[src/rtl/tmds_stream_serializer.sv]
// tmds_stream_serializer
// Buffers NUM_CHANNELS x 10-bit TMDS words in a small FIFO and serializes
// them at BITS_PER_CYCLE bits per clock per channel, LSB first, alongside
// a matching pixel-clock lane pattern (5 ones, 5 zeros per word).
// Optional feature: define TMDS_SERIALIZER_UNDERFLOW_COUNT_EN to add a
// 16-bit saturating underflow_count output.
module tmds_stream_serializer #(
   parameter int          NUM_CHANNELS   = 3,
   parameter int          BITS_PER_CYCLE = 2,
   parameter int          FIFO_DEPTH     = 4,
   parameter logic [9:0]  IDLE_WORD      = 10'b1101010100
) (
   input  logic                                   clk_pixel_x5,
   input  logic                                   reset,
   input  logic                                   enable,
   input  logic                                   word_valid,
   output logic                                   word_ready,
   input  logic [NUM_CHANNELS*10-1:0]             tmds_internal,
   output logic [NUM_CHANNELS*BITS_PER_CYCLE-1:0] tmds_lane,
   output logic [BITS_PER_CYCLE-1:0]              tmds_clock_lane,
   output logic [$clog2(FIFO_DEPTH):0]            fifo_level,
   output logic                                   underflow
`ifdef TMDS_SERIALIZER_UNDERFLOW_COUNT_EN
   ,
   output logic [15:0]                            underflow_count
`endif
);

   localparam int          WORD_CYCLES = 10 / BITS_PER_CYCLE;
   localparam int          PW          = $clog2(WORD_CYCLES);
   localparam int          AW          = $clog2(FIFO_DEPTH);
   localparam int          LW          = AW + 1;
   localparam logic [9:0]  CLOCK_WORD  = 10'b0000011111;
   localparam logic [PW-1:0] LAST_PHASE = PW'(WORD_CYCLES - 1);
   localparam logic [LW-1:0] FULL_LEVEL = LW'(FIFO_DEPTH);

   if (BITS_PER_CYCLE != 1 && BITS_PER_CYCLE != 2) begin : g_bad_bits
      $error("BITS_PER_CYCLE must be 1 or 2");
   end
   if (FIFO_DEPTH < 2 || FIFO_DEPTH > 16 || (FIFO_DEPTH & (FIFO_DEPTH - 1)) != 0) begin : g_bad_depth
      $error("FIFO_DEPTH must be a power of two in 2..16");
   end

   typedef enum logic {
      ST_IDLE,
      ST_RUN
   } state_t;

   state_t                               state;
   logic [PW-1:0]                        phase;
   logic                                 boundary;

   logic [NUM_CHANNELS*10-1:0]           mem [FIFO_DEPTH];
   logic [AW-1:0]                        rd_ptr;
   logic [AW-1:0]                        wr_ptr;
   logic [LW-1:0]                        level;
   logic                                 fifo_empty;
   logic                                 push;
   logic                                 pop;
   logic                                 underflow_event;

   logic [NUM_CHANNELS-1:0][9:0]         shift_reg;
   logic [9:0]                           clock_shift;

   assign boundary        = (phase == LAST_PHASE);
   assign fifo_empty      = (level == '0);
   assign word_ready      = (level != FULL_LEVEL);
   assign push            = word_valid && word_ready;
   // Both states take the head word at a boundary whenever running is requested
   // and a word is already stored (the empty test uses the registered level,
   // so a word written this cycle cannot be taken until the next one).
   assign pop             = boundary && enable && !fifo_empty;
   assign underflow_event = boundary && (state == ST_RUN) && enable && fifo_empty;
   assign fifo_level      = level;

   // Phase counter marks word boundaries.
   always_ff @(posedge clk_pixel_x5 or posedge reset) begin
      // NOTE: sequential state uses non-blocking assignments so every register
      // samples pre-edge values regardless of block ordering.
      if (reset) begin
         phase <= '0;
      end else if (boundary) begin
         phase <= '0;
      end else begin
         phase <= phase + PW'(1);
      end
   end

   // FIFO storage array.
   always_ff @(posedge clk_pixel_x5) begin
      // NOTE: the storage array is deliberately not reset; the pointers and
      // level define which entries are meaningful, so stale data is never read.
      if (push) begin
         mem[wr_ptr] <= tmds_internal;
      end
   end

   // FIFO pointers and occupancy; pointers wrap naturally at power-of-two depth.
   always_ff @(posedge clk_pixel_x5 or posedge reset) begin
      if (reset) begin
         rd_ptr <= '0;
         wr_ptr <= '0;
         level  <= '0;
      end else begin
         if (push) begin
            wr_ptr <= wr_ptr + AW'(1);
         end
         if (pop) begin
            rd_ptr <= rd_ptr + AW'(1);
         end
         case ({push, pop})
            2'b10:   level <= level + LW'(1);
            2'b01:   level <= level - LW'(1);
            default: level <= level;
         endcase
      end
   end

   // Run/idle control and sticky underflow reporting.
   always_ff @(posedge clk_pixel_x5 or posedge reset) begin
      if (reset) begin
         state     <= ST_IDLE;
         underflow <= 1'b0;
`ifdef TMDS_SERIALIZER_UNDERFLOW_COUNT_EN
         underflow_count <= '0;
`endif
      end else begin
         if (boundary) begin
            case (state)
               ST_IDLE: begin
                  if (pop) begin
                     state <= ST_RUN;
                  end
               end
               ST_RUN: begin
                  if (!enable) begin
                     state <= ST_IDLE;
                  end
               end
               default: state <= ST_IDLE;
            endcase
         end
         if (underflow_event) begin
            underflow <= 1'b1;
         end
`ifdef TMDS_SERIALIZER_UNDERFLOW_COUNT_EN
         if (underflow_event && underflow_count != 16'hFFFF) begin
            underflow_count <= underflow_count + 16'd1;
         end
`endif
      end
   end

   // Data and clock shift registers: load at a boundary, shift otherwise.
   always_ff @(posedge clk_pixel_x5 or posedge reset) begin
      if (reset) begin
         shift_reg   <= {NUM_CHANNELS{IDLE_WORD}};
         clock_shift <= CLOCK_WORD;
      end else if (boundary) begin
         shift_reg   <= pop ? mem[rd_ptr] : {NUM_CHANNELS{IDLE_WORD}};
         clock_shift <= CLOCK_WORD;
      end else begin
         for (int ch = 0; ch < NUM_CHANNELS; ch++) begin
            shift_reg[ch] <= shift_reg[ch] >> BITS_PER_CYCLE;
         end
         clock_shift <= {clock_shift[BITS_PER_CYCLE-1:0], clock_shift[9:BITS_PER_CYCLE]};
      end
   end

   // Lane outputs are taken straight from the low bits of each shift register.
   always_comb begin
      // NOTE: default assignment first so no path leaves the output unassigned
      // (which would infer a latch).
      tmds_lane = '0;
      for (int ch = 0; ch < NUM_CHANNELS; ch++) begin
         tmds_lane[ch*BITS_PER_CYCLE +: BITS_PER_CYCLE] = shift_reg[ch][BITS_PER_CYCLE-1:0];
      end
   end

   assign tmds_clock_lane = clock_shift[BITS_PER_CYCLE-1:0];

endmodule

[config.mk]
export PLATFORM = sky130hd
export DESIGN_NAME = tmds_stream_serializer
export DESIGN_NICKNAME = d
export VERILOG_FILES = /design/src/rtl/tmds_stream_serializer.sv
export SDC_FILE = /design/constraint.sdc
export NUM_CORES = 1
export LEC_CHECK = 0
export ABC_AREA = 1
export CAP_MARGIN = 10
export CORE_ASPECT_RATIO = 0.75
export CORE_MARGIN = 3
export CORE_UTILIZATION = 42
export DETAILED_ROUTE_END_ITERATION = 8
export GPL_ROUTABILITY_DRIVEN = 0
export GPL_TIMING_DRIVEN = 0
export PLACE_DENSITY_LB_ADDON = 0.25
export SLEW_MARGIN = 20
export SYNTH_ARGS = -nofsm -noshare
export SYNTH_HDL_FRONTEND = slang
export SYNTH_SLANG_ARGS = --single-unit
[constraint.sdc]
create_clock -name clk_pixel_x5 -period 4.9 [get_ports clk_pixel_x5]
set_input_delay 0.98 -clock clk_pixel_x5 [delete_from_list [all_inputs] [get_ports clk_pixel_x5]]
set_output_delay 0.98 -clock clk_pixel_x5 [all_outputs]
set_load 0.02 [all_outputs]
# Word level (Yosys, flattened, before mapping)
# Memory sizes are Yosys's and may differ from the RTL's.
# Cells that the tools add are included.
[totals]
n_memories = 1
ram_bits = 120
reg_bits = 52
word_cells = 40
output_inout_bits = 13
rom_bits = 0
latchBits = 0
input_bits = 34
[op_classes]
n_mul = 0
n_div = 0
n_eq_ne = 4
shift = 0
reduce_logical = 9
mux = 10
magnitude_cmp = 0
bitwise = 1
addsub = 5
[memory_table]
columns = ["memory", "words", "width", "read_ports", "rd_clocked_by_memory_dff", "write_ports", "line_no", "rtl"]
rows = [
  ["mem", 4, 30, 1, 0, 1, "53", "logic [NUM_CHANNELS*10-1:0] mem [FIFO_DEPTH];"],
]
[ops]
columns = ["op", "count"]
rows = [
  ["$mux 30", 2],
  ["$mux 10", 1],
  ["$add 3x1->3 const B", 2],
  ["$logic_and 1x1->1", 6],
  ["$pmux 3 s2", 1],
  ["$add 2x1->2 const B", 2],
  ["$mux 1", 4],
  ["$eq 3x3->1 const B", 1],
  ["$logic_not 3->1", 1],
  ["$mux 3", 1],
  ["$ne 3x3->1 const B", 1],
  ["$sub 3x1->3 const B", 1],
  ["$eq 2x1->1 const B", 1],
  ["$eq 2x2->1 const B", 1],
  ["$pmux 1 s2", 1],
  ["$reduce_bool 2->1", 1],
  ["$logic_not 1->1", 1],
  ["$not 1->1", 1],
]

# Depth between registers and ports, before layout
[logic_depth]
word_depth = 5
depth_mapped = 14
depth_no_buf = 13

# Worst setup path after synthesis
# OpenSTA, ideal clock, no wires.
[synth_path]
path_type = "input to register"
from = "input port word_valid"
to = "memory mem[0][0] (netlist bit), enable pin"
cell_stages = 2
setup_ps = 417
setup_slack_ps = 2106
path_buffers = 0
arrival_ps = 2377
cell_sequence = "nand2_2 > nor2_1"
[synth_via]
elab_chain_cells = 3
[synth_lines]
columns = ["element", "line_no", "rtl"]
rows = [
  ["start: declaration", "16", "input logic word_valid,"],
  ["$logic_and 1x1->1", "68", "assign push = word_valid && word_ready;"],
  ["$mux 1", "93", "if (push) begin"],
  ["$mux 1 (implied by the code)", "94", "mem[wr_ptr] <= tmds_internal;"],
  ["end: declaration", "53", ""],
]
# Every way passes these cells.

# Worst setup path in the final report
[layout_path]
from = "input port enable"
to = "register level[2] (netlist: fifo_level[2])"
[layout_via]
elab_chain_cells = 4
[layout_lines]
columns = ["element", "line_no", "rtl"]
rows = [
  ["start: declaration", "15", "input logic enable,"],
  ["$logic_and 1x1->1 * (2 in series)", "72", "assign pop = boundary && enable && !fifo_empty;"],
  ["via pop", "59", "logic pop;"],
  ["$eq 2x1->1 or $eq 2x2->1 (tied branches)", "111", "case ({push, pop})"],
  ["$pmux 3 s2 or $reduce_bool 2->1 (tied branches)", "n/a", ""],
  ["end signal: assignment", "112", "2'b10: level <= level + LW'(1);"],
  ["end signal: assignment", "113", "2'b01: level <= level - LW'(1);"],
  ["end signal: assignment", "114", "default: level <= level;"],
  ["end: declaration", "56", "logic [LW-1:0] level;"],
]
# The timed path passes the listed nets; every way through them passes the cells marked *.
# A chain may end at the register's enable or synchronous reset.

==> run summary <==
R2R depth - 14
flops & latches, synth - 172
Worst Clk Skew - 0.007113 ns
clk buf depth - 2
clock share of power - 28.8%
DIE AREA - 18180 µm²
internal power consumption - 3.181 mW
CTS Hold Bufs - 0
vias in the first global route - 4369
Syn-to-layout area delta - 21.30%
post-DP HPWL - 9687 µm
Routed WL - 15000 µm
Iteration-0 DRC Markers - 380
fin crit share - 55.30%
switching pwr - 1.614 mW
CP max FO - 10
post-route cell area - 8449 µm²
Reg2Reg Capture Point - fifo_level[2]$_DFFE_PP0P_
Syn. warnings - 0
# rows - 40
top-level port count - 47
Max Slew Vio Count - 0
required time worst endpoint - 5.26 ns
Cell variety after synth - 25
Cell Pwr Density - 567.5 nW/µm²
Seq/Total Area, Yosys - 70.77%
crit path time final - 2.710 ns
CTS tree - yes
max_slew headroom - 51.33%
peak supply drop - 0.2879 mV
synthesized instance count - 618
clock transition at the registers of the reported paths - 0.06 ns
Core Region - 16120 µm²
GRT Overall Usage - 17.65%
slowest CP cell - clkdlybuf4s50_1
share of power burned in registers - 40.1%
R2R Path Start - phase[0]$_DFF_PP0_
I/O Buffers - 46
post-synth top area share - 51.73%
setup_tns - 0 ns
DRC - 0
H-tree depth - 4
total number of vias - 4361
Logic pwr share - 31.1%
power consumption - 4.795 mW
Net Sw Frac - 33.67%
PostCTS Resize Cnt - 0
largest net degree at the start of global routing - 30
post-placement cell area - 7841 µm²
hold slack - 0.4371 ns
hold_sp - clock_shift[5]$_DFF_PP0_
Initial Util - 43.22%
share of cells above drive strength 1 - 15.12%
gr ovfl total - 0
Max-Cap Viols - 0
total CTS buffers - 17
clk sinks - 172
measured slew at the worst slew-check pin - 0.7283 ns
synth top area cells - edfxtp_1, dfrtp_1, nand2_1, dfstp_2, nand3_1
hold endpoint - clock_shift[3]$_DFF_PP1_
worst hold stages - 1
Setup Buffers After CTS - 0
post-route ant nets - 0
max FFs per register - 120
RSZ-0062 raised after global routing - false
cells along the critical path - clkdlybuf4s50_1 -> inv_1 -> nor2_4 -> nand2_4 -> inv_6 -> buf_12 -> ha_1 -> inv_1 -> fa_1 -> nor2_1 -> nor2_1 -> nand2_1 -> xor2_1
Chip Width - 154.7 µm
clock latency on the worst-skew pair - 0.44 ns
CP startpoint kind - input port
Final Hold Fails - 0
syn nets - 660
leakage power total - 3.563 nW
Hold Crit Class - reg2reg
die height - 117.5 µm
NumNets Final - 730
CP arrival - 3.07 ns
initial antenna violation count - 0
post-synth top area cell - edfxtp_1
root buf cell - clkbuf_16
setup violators final - 0
CP max stage delay - 0.48 ns
antenna cell count - 0
DR WL/cell - 16.46 µm
Setup crit end kind - register
status - completed
Mean Syn Cell Area - 11.27 µm²
Max Fclk - 369.1 MHz
FF-to-FF setup slack - 2.54 ns
Via density - 4.787
post-synth design cell area - 6965 µm²
Initial DRT Pass Iterations - 5
first-pass GRT wire length - 24010 µm
Setup Crit Path Kind - in2reg
## worst max-delay path, delay by kind of cell
| family | cells | cell delay, ns |
|---|---|---|
| XOR/XNOR | 1 | 0.14 |
| adder cells (fa/ha/maj) | 2 | 0.53 |
| AND/OR/NAND/NOR | 5 | 0.49 |
| buffers and inverters | 5 | 0.93 |
## cells in the mapped netlist
master and n:
nand2_1 170, edfxtp_1 120, inv_1 81, nand3_1 69
nor2_1 56, dfrtp_1 32, dfstp_2 20, buf_2 17
buf_4 9, nand3_2 9, ha_1 7, clkbuf_1 6
or2_2 5, xor2_1 3, nand2_2 2, o21ai_0 2
xnor2_1 2, a21oi_1 1, buf_12 1, fa_1 1
inv_2 1, inv_6 1, nand2_4 1, nor2_4 1
o21bai_1 1
## metal layers
metal  routed length (µm)  GRT usage (%)  vias up  part of all wire, %
met1                 6882          24.35     2104                   46
met4                  226          6.453        0                  1.5
met2                 6891          26.69      124                   46
met3                  997          5.255       23                  6.6
li1                     -              -     2110                    -
met5                    0              0        -                    0
## how the worst max path moves through the flow
| stage | from | end | slack (ns) | cells past startpoint |
|---|---|---|---|---|
| global placement | word_valid | mem[2][4]$_DFFE_PP_ | 0.33 | 3 |
| detailed placement | enable | fifo_level[2]$_DFFE_PP0P_ | 1.75 | 13 |
| CTS | enable | fifo_level[2]$_DFFE_PP0P_ | 2.20 | 13 |
| global route | enable | fifo_level[2]$_DFFE_PP0P_ | 2.03 | 13 |
| finish | enable | fifo_level[2]$_DFFE_PP0P_ | 2.19 | 13 |
| floorplan | word_valid | mem[0][0]$_DFFE_PP_ | 2.11 | 2 |
## placed cells by master (no fill, tap or decap), types with 17 or more instances in the layout
cell type / synthesis / routed
buf_2: 17 / 17
clkbuf_16: 0 / 17
clkdlybuf4s50_1: 0 / 46
dfrtp_1: 32 / 32
dfstp_2: 20 / 20
edfxtp_1: 120 / 120
inv_1: 81 / 80
nand2_1: 170 / 170
nand3_1: 69 / 69
nor2_1: 56 / 52
## stage by stage
step           util [%]  std cells  setup WS (ns)
2_1_floorplan         -        618          2.106
3_3_place_gp      47.71        874         0.3336
3_5_place_dp      48.66        879          1.751
4_1_cts           52.43        911          2.197
5_1_grt           52.43        911          2.030
6_report          52.43        911          2.190
## layout make-up
cell class                 instances  area, µm²
tap                              210      262.8
buffer                            33      195.2
timing repair buffer              51      583.1
multi-input combinational        330       1554
inverter                          83      316.6
clock buffer                      21      450.4
fill                            1378       7666
clock inverter                    11      157.7
sequential                       172       4930
## power by group through the flow
stage          clock network [mW]  registers (mW)  logic, mW
2_1_floorplan                   0            1.96      0.916
3_3_place_gp                    0            1.96       1.38
3_5_place_dp                    0            1.95       1.49
4_1_cts                      1.40            1.93       1.50
5_1_grt                      1.47            1.94       1.66
6_report                     1.38            1.92       1.49
## cells by family (layout without fill, tap and decap cells)
family | after synthesis | in the layout | share of synthesized area (%)
buf+inv | 116 | 199 | 7.347
xor+xnor | 5 | 5 | 0.6288
flops | 172 | 172 | 70.77
fa+ha+maj | 8 | 8 | 1.545
simple gates | 313 | 313 | 19.38
compound gates | 4 | 4 | 0.3233
Note: power is estimated with default switching activity, not from simulation.
==> RTL change (same flow settings) <==
The parameter `IDLE_WORD` goes from 10'b1101010100 to 10'b0110101010.
--- a/src/rtl/tmds_stream_serializer.sv
+++ b/src/rtl/tmds_stream_serializer.sv
@@ -8,7 +8,7 @@
    parameter int          NUM_CHANNELS   = 3,
    parameter int          BITS_PER_CYCLE = 2,
    parameter int          FIFO_DEPTH     = 4,
-   parameter logic [9:0]  IDLE_WORD      = 10'b1101010100
+   parameter logic [9:0]  IDLE_WORD      = 10'b0110101010
 ) (
    input  logic                                   clk_pixel_x5,
    input  logic                                   reset,
Function: changed (a bounded check fails within 4 cycles, from zero or initial values and one cycle with reset high).
==> RTL change against the original RTL <==
  * Routed wire length fell by 6.0%
  * Via count shrank 1.6%
  * Setup slack improved by 0.077 ns
  * Sequential cell count stayed put
  * Hold slack gained 0.0057 ns
  * Global-route usage down 1.5 points
  * Clock power shrank 7%
  * Area after synthesis increased by 0.66%
  * Total power fell by 1.3%
  * Cell area up 0.12%
  * Critical endpoint is now word_ready
  * Largest cell class unchanged
  * Highest routed layer unchanged
==> RTL change: results (changes against the original RTL) <==
| Metric | Value |
|---|---|
| Outcome | finished clean (unchanged) |
| GRT met2 Usage | 24.1% (was 26.7%) |
| Metal3 WL | 871 um (was 997 um) |
| Synth Area in Adders | 1.53% (was 1.54%) |
| Met3 usage | 3.86% (was 5.26%) |
| WL final | 14100 um (was 15000 um) |
| Post-DP Area | 7880 um2 (was 7840 um2) |
| Global-route wire length before repair | 22500 um (was 24000 um) |
| VDD IR max | 0.000289 V (was 0.000288 V) |
| Top post-synthesis cells by area | edfxtp_1, dfrtp_1, nand2_1 (unchanged) |
| Clock distribution power | 0.00128 W (was 0.00138 W) |
| WHS | 0.443 ns (was 0.437 ns) |
| Netlist cell types | 30 (was 25) |
| Post-DP HPWL | 9260 um (was 9690 um) |
| Post-synthesis sequential area ratio | 70.3% (was 70.8%) |
| Met1 Usage GRT | 23.4% (was 24.3%) |
| Internal reg-to-reg setup slack | 2.65 ns (was 2.54 ns) |
| Nets@finish | 727 (was 730) |
| Max_slew headroom | 57.1% (was 51.3%) |
| Mapped Nets | 657 (was 660) |
| Final Non-Filler Cells | 908 (was 911) |
| Synth Area in Compound Gates | 1.02% (was 0.323%) |
| Setup Skew | 0.0143 ns (was 0.00711 ns) |
| CP Max Fanout | 3 (was 10) |
| Via count | 4291 (was 4361) |
| Syn_area_per_cell | 11.4 um2 (was 11.3 um2) |
| Lkg Pwr | 3.56 nW (about the same) |
| Largest net degree at the start of global routing | 33 (was 30) |
| Internal Power | 0.00307 W (was 0.00318 W) |
| WL met1 | 6760 um (was 6880 um) |
| DR iter-0 viols | 320 (was 380) |
| Global-route usage over all layers | 16.2% (was 17.7%) |
==> RTL change: critical path, delay by kind of cell, from the launching register on <==
| kind | cells | cell delay, ns |
|---|---|---|
| AND/OR/NAND/NOR | 1 | 0.13 |
| buffers and inverters | 2 | 0.70 |
| flip-flops | 1 | 0.40 |
==> RTL change: cell type report <==
cell class | instances | area, um2
Multi-Input combinational cell | 327 | 1570
Sequential cell | 172 | 4930
Buffer | 33 | 228
Fill cell | 1393 | 7710
Timing Repair Buffer | 51 | 576
Tap cell | 210 | 263
Clock inverter | 15 | 154
Inverter | 83 | 319
Clock buffer | 17 | 425
==> RTL change: worst paths after layout <==
kind,from,endpoint,cells past startpoint
setup reg to reg,phase[0],fifo_level[2],14
max in group asynchronous,reset,tmds_lane[3],3
min in group asynchronous,reset,fifo_level[2],2
hold reg to reg,clock_shift[6],clock_shift[4],1
hold / removal,clock_shift[6],clock_shift[4],1
setup / recovery,fifo_level[0],word_ready,3
